File: config.mk
export PLATFORM = sky130hd
export DESIGN_NAME = tlb_search_arbiter
export DESIGN_NICKNAME = d
export VERILOG_FILES = /design/src/rtl/tlb_search_arbiter_pkg.sv /design/src/rtl/tlb_search_arbiter_pick.sv /design/src/rtl/tlb_search_arbiter.sv
export SDC_FILE = /design/constraint.sdc
export NUM_CORES = 1
export LEC_CHECK = 0
export ABC_AREA = 1
export CORE_MARGIN = 2
export CORE_UTILIZATION = 33
export CTS_CLUSTER_DIAMETER = 200
export DETAILED_ROUTE_END_ITERATION = 8
export HOLD_SLACK_MARGIN = 0.15
export PLACE_DENSITY = 0.86
export SETUP_SLACK_MARGIN = 0.02
export SYNTH_ARGS = -nofsm -noshare
export SYNTH_HDL_FRONTEND = slang
export SYNTH_SLANG_ARGS = --single-unit
File: constraint.sdc
create_clock -name clk -period 3.13 [get_ports clk]
set_input_delay 0.626 -clock clk [delete_from_list [all_inputs] [get_ports clk]]
set_output_delay 0.626 -clock clk [all_outputs]
set_load 0.02 [all_outputs]
File: src/rtl/tlb_search_arbiter_pkg.sv
// tlb_search_arbiter_pkg: requester encoding and TLBP result layout shared by the TLB search arbiter.
package tlb_search_arbiter_pkg;
    localparam int REQ_INST = 0;
    localparam int REQ_DATA = 1;
    localparam int REQ_TLBP = 2;
    localparam int REQ_NUM  = 3;

    // tlbp_result is {~found, index}: the not-found flag sits just above the index bits
    function automatic int tlbp_found_bit(input int tlbnum_width);
        return tlbnum_width;
    endfunction
endpackage

File: src/rtl/tlb_search_arbiter_pick.sv
// tlb_arb_pick: one-hot picker, tlbp > forced inst > data > inst, nothing while blocked.
module tlb_arb_pick
    import tlb_search_arbiter_pkg::*;
(
    input  logic [REQ_NUM-1:0] req,
    input  logic               starve_hit,
    input  logic               blocked,
    output logic [REQ_NUM-1:0] gnt
);
    always_comb begin
        gnt = '0;
        if (!blocked) begin
            if (req[REQ_TLBP])
                gnt[REQ_TLBP] = 1'b1;
            else if (starve_hit && req[REQ_INST])
                gnt[REQ_INST] = 1'b1;
            else if (req[REQ_DATA])
                gnt[REQ_DATA] = 1'b1;
            else if (req[REQ_INST])
                gnt[REQ_INST] = 1'b1;
        end
    end
endmodule

File: src/rtl/tlb_search_arbiter.sv
// tlb_search_arbiter: shares the TLB search port between fetch, data and TLBP;
// one grant per cycle, result registered and returned one cycle later.
module tlb_search_arbiter
    import tlb_search_arbiter_pkg::*;
#(
    parameter int TLBNUM       = 16,
    parameter int TLBNUM_WIDTH = $clog2(TLBNUM),
    parameter int STARVE_LIMIT = 3
) (
    input  logic                    clk,
    input  logic                    reset,
    input  logic [7:0]              entry_hi_asid,
    input  logic [18:0]             entry_hi_vpn2,
    input  logic                    inst_req,
    input  logic [31:0]             inst_vaddr,
    output logic                    inst_gnt,
    input  logic                    data_req,
    input  logic [31:0]             data_vaddr,
    output logic                    data_gnt,
    input  logic                    tlbp_req,
    output logic                    tlbp_gnt,
    input  logic                    tlbw_busy,
    input  logic                    flush,
    output logic [18:0]             s_vpn2,
    output logic                    s_odd_page,
    output logic [7:0]              s_asid,
    input  logic                    s_found,
    input  logic [TLBNUM_WIDTH-1:0] s_index,
    input  logic [19:0]             s_pfn,
    input  logic [2:0]              s_c,
    input  logic                    s_d,
    input  logic                    s_v,
    output logic                    inst_resp_valid,
    output logic                    data_resp_valid,
    output logic                    resp_found,
    output logic [19:0]             resp_pfn,
    output logic [2:0]              resp_c,
    output logic                    resp_d,
    output logic                    resp_v,
    output logic                    tlbp,
    output logic [TLBNUM_WIDTH:0]   tlbp_result
);
    localparam int STARVE_W  = $clog2(STARVE_LIMIT + 1);
    localparam int FOUND_BIT = tlbp_found_bit(TLBNUM_WIDTH);

    logic                blk, inst_q, data_q, starve_hit;
    logic [STARVE_W-1:0] starve;
    logic [REQ_NUM-1:0]  req, gnt;
    logic                unused_ok;

    assign unused_ok = &{1'b0, inst_vaddr[11:0], data_vaddr[11:0]};

    always_comb begin
        req = '0;
        req[REQ_INST] = inst_req;
        req[REQ_DATA] = data_req;
        req[REQ_TLBP] = tlbp_req;
    end

    assign starve_hit = starve == STARVE_W'(STARVE_LIMIT);

    // reset also blocks so no grant leaks out while state is being cleared
    tlb_arb_pick u_pick (
        .req       (req),
        .starve_hit(starve_hit),
        .blocked   (tlbw_busy | blk | reset),
        .gnt       (gnt)
    );

    assign inst_gnt   = gnt[REQ_INST];
    assign data_gnt   = gnt[REQ_DATA];
    assign tlbp_gnt   = gnt[REQ_TLBP];
    assign s_asid     = entry_hi_asid;
    assign s_vpn2     = gnt[REQ_TLBP] ? entry_hi_vpn2 : gnt[REQ_DATA] ? data_vaddr[31:13] : inst_vaddr[31:13];
    assign s_odd_page = gnt[REQ_TLBP] ? 1'b0 : gnt[REQ_DATA] ? data_vaddr[12] : inst_vaddr[12];

    always_ff @(posedge clk or posedge reset) begin
        if (reset) begin
            blk         <= 1'b0;
            inst_q      <= 1'b0;
            data_q      <= 1'b0;
            tlbp        <= 1'b0;
            starve      <= '0;
            resp_found  <= 1'b0;
            resp_pfn    <= '0;
            resp_c      <= '0;
            resp_d      <= 1'b0;
            resp_v      <= 1'b0;
            tlbp_result <= '0;
        end else begin
            blk    <= tlbw_busy;
            inst_q <= gnt[REQ_INST] & ~flush;
            data_q <= gnt[REQ_DATA] & ~flush;
            tlbp   <= gnt[REQ_TLBP];
            starve <= (gnt[REQ_INST] || !inst_req) ? '0 :
                      (gnt[REQ_DATA] && !starve_hit) ? starve + 1'b1 : starve;
            if (|gnt) begin
                resp_found <= s_found;
                resp_pfn   <= s_pfn;
                resp_c     <= s_c;
                resp_d     <= s_d;
                resp_v     <= s_v;
            end
            if (gnt[REQ_TLBP]) begin
                tlbp_result[FOUND_BIT]     <= ~s_found;
                tlbp_result[FOUND_BIT-1:0] <= s_index;
            end
        end
    end

    // a flush arriving in the response cycle still kills that response
    assign inst_resp_valid = inst_q & ~flush;
    assign data_resp_valid = data_q & ~flush;
endmodule
==> qor.yml <==
area_growth_syn_to_layout_pct: 74.8
clock_latency_ps: 280
p_leak_nw: 2.17
cts_tree: "built"
instances_no_fill: 562
pin_count: 193
synthXorXnorAreaFrac: 0
std_cell_rows: 30
fmax_ghz: 0.337
setup_viol: 0
synth_mux_area_frac: 0
wl_mm: 7.09
via_per_inst: 4.58
clk_pin_slew_worst_paths_ps: 80
crit_top_cell: "clkdlybuf4s50_1"
gp_congestion: 0.747
min_period_ps: 2970
ys_seq_elements: 37
critical-path-max-stage-delay_ps: 620
first_iter_violations: 57
fill_cells: 612
pwr-share-comb: 0.392
tns_ps: 0
wire_per_inst_um: 12.6
grt_max_degree: 38
clock_path_buffers: 2
nNetsFinal: 610
cts-htree-levels: 2
synth.avg_cell_area_um2: 6.86
drc: 0
grt_pass1_wl_mm: 10.7
yosysSeqAreaShare: 0.403
hp-class: "register to register"
vias: 2576
synth_compound_gate_area_share: 0.0158
grt.total_usage: 0.175
clock_tree.root_cell: "clkbuf_8"
crit_required_ps: 2500
synth_warnings: 0
synthesis.area_um2: 2300
synth_top_area_frac: 0.403
cts_inserted_buffers: 5
swShare: 0.322
r2r_setup_slack_ps: 1180
crit_arrival_ps: 2340
clock_sinks: 37
io_buffers: 152
worstReg2RegStart: "starve[0]$_DFFE_PP0P_"
multiInputGateArea_um2: 1010
synth_nets: 464
yosys.area_share.simple: 0.414
drt_pre_antenna_iters: 4
syn_inst: 335
cp-start-kind: "primary input"
antenna_found_initial: 0
synth_top_cell_by_area: "dfrtp_1"
die_w_um: 87.4
p_int_mw: 1.11
start_util: 0.340
clkPwrFrac: 0.234
yosysUniqueCellTypes: 18
netlist_top_cells_area: "dfrtp_1 (40%), nand2_1 (23%), nand3_1 (11%)"
regArea_um2: 926
diodes: 0
place_inst: 554
regToRegEndpoint: "resp_pfn[4]$_DFFE_PP0P_"
skew_ps: 4.62
p_seq_frac: 0.374
final_cell_mix: "nand2_1 (139), clkdlybuf4s50_1 (132), nand3_1 (50)"
crit_path_start: "reset"
fp.dieArea_um2: 7640
final_common_cell: "nand2_1"
crit_path_end: "tlbp_gnt"
p_total_mw: 1.63
synth_adder_area_share: 0.00545
drv_cap: 0
period_share: 0.948
power-per-cell-area_nw_per_um2: 406
grt_pass1_vias: 2382
r2r_cells: 9
worstSetupEndpointType: "output port"
drv_slew: 0
hold_buffers: 0
cp_slowest_cell: "clkdlybuf4s50_1"
hold_viol_final: 0
critical_path_class: "primary input to output port"
chipHeight_um: 87.4
drive_gt1_frac: 0.0851
status: "completed"
cp_max_fo: 25
dp_hpwl_mm: 5.35
synth_top_family_by_area: "simple AND/OR/NAND/NOR gates"
cp_cell_sequence: "clkdlybuf4s50_1 -> nor2_2 -> nand2_1 -> nor2_4 -> buf_12 -> clkdlybuf4s50_1"
antenna_left: 0
coreArea_um2: 6760
post_cts.repair.setup_buffers: 0
hold_slack_ps: 473
p_sw_mw: 0.525
rsz0062_at_grt: "no"
ir_drop_mv: 0.393
tightest_slew_ps: 464
grt_remaining_overflow: 0
slew_headroom: 0.691
==> layout make-up <==
type | count | area share
clock buffer | 7 | 0.0240
clock inverter | 1 | 0.00218
inverter | 52 | 0.0486
multi-input combinational | 223 | 0.251
sequential | 37 | 0.231
tap | 80 | 0.0249
timing repair buffer | 162 | 0.418
==> power by group through the flow <==
stage	Sequential [mW]	Combinational [mW]	Clock, mW
6_report	0.610	0.640	0.382
5_1_grt	0.621	0.690	0.409
4_1_cts	0.611	0.649	0.394
3_5_place_dp	0.618	0.649	0
3_3_place_gp	0.614	0.633	0
2_1_floorplan	0.719	0.188	0
==> synthesized netlist by cell type <==
master	count
nor2_2	1
buf_2	5
o21ai_0	2
nor2_1	10
nand2_2	11
buf_6	4
a21oi_1	1
ha_1	1
o21ai_1	1
nor2_4	4
nand2_1	139
dfrtp_1	37
inv_1	48
nand3_1	50
nand2_4	2
o21ai_4	1
inv_2	4
buf_4	14
==> routing by layer <==
| metal | track usage | up-vias | part of all wire |
|---|---|---|---|
| met2 | 0.321 | 110 | 0.50 |
| li1 | - | 1285 | - |
| met1 | 0.184 | 1165 | 0.38 |
| met4 | 0.0657 | 0 | 0.024 |
| met5 | 0 | - | 0 |
| met3 | 0.0597 | 16 | 0.099 |
==> state kept, by name, summed over array words and instances, names as in the netlist <==
signal / count
resp_c: 3
tlbp_result: 5
resp_pfn: 20
blk: 1
inst_q: 1
tlbp: 1
resp_d: 1
resp_v: 1
starve: 2
data_q: 1
resp_found: 1
==> how the worst min path moves through the flow <==
stage	endpoint	from	cells past startpoint	slack [ps]
3_3_place_gp	tlbp_result[0]$_DFFE_PP0P_	tlbp_result[0]$_DFFE_PP0P_	2	450
3_5_place_dp	tlbp_result[1]$_DFFE_PP0P_	tlbp_result[1]$_DFFE_PP0P_	2	460
5_1_grt	tlbp_result[3]$_DFFE_PP0P_	tlbp_result[3]$_DFFE_PP0P_	2	500
4_1_cts	tlbp_result[1]$_DFFE_PP0P_	tlbp_result[1]$_DFFE_PP0P_	2	480
6_report	tlbp_result[2]$_DFFE_PP0P_	tlbp_result[2]$_DFFE_PP0P_	2	470
2_1_floorplan	starve[1]$_DFFE_PP0P_	starve[1]$_DFFE_PP0P_	2	480
==> cell families (layout without fill, tap and decap cells) <==
kind of cell | Yosys count | count (layout)
flip-flops | 37 | 37
buffers and inverters | 75 | 222
AND/OR/NAND/NOR | 217 | 217
adder cells (fa/ha/maj) | 1 | 1
AO/OA/AOI/OAI | 5 | 5
==> critical path, delay by kind of cell <==
| kind | cells | cell delay, ps |
|---|---|---|
| buf+inv | 3 | 1260 |
| simple gates | 3 | 450 |
==> per-stage QoR <==
| stage | setup slack (ps) | area (um^2) | utilization |
|---|---|---|---|
| after global placement | 70.0 | 3860 | 0.571 |
| after floorplan | 457 | 2300 | - |
| after global routing | 81.0 | 4020 | 0.594 |
| final | 162 | 4020 | 0.594 |
| after detailed placement | 20.4 | 3860 | 0.571 |
| after CTS | 27.0 | 3960 | 0.586 |
==> timing repair <==
item / CTS / global route
hold endpoints to repair: 0 / 0
gates cloned: 0 / 0
endpoints found under the setup margin: 1 / 19
pin swaps: 0 / 0
gates resized for setup: 1 / 20
Power figures use the tool's default switching activity.
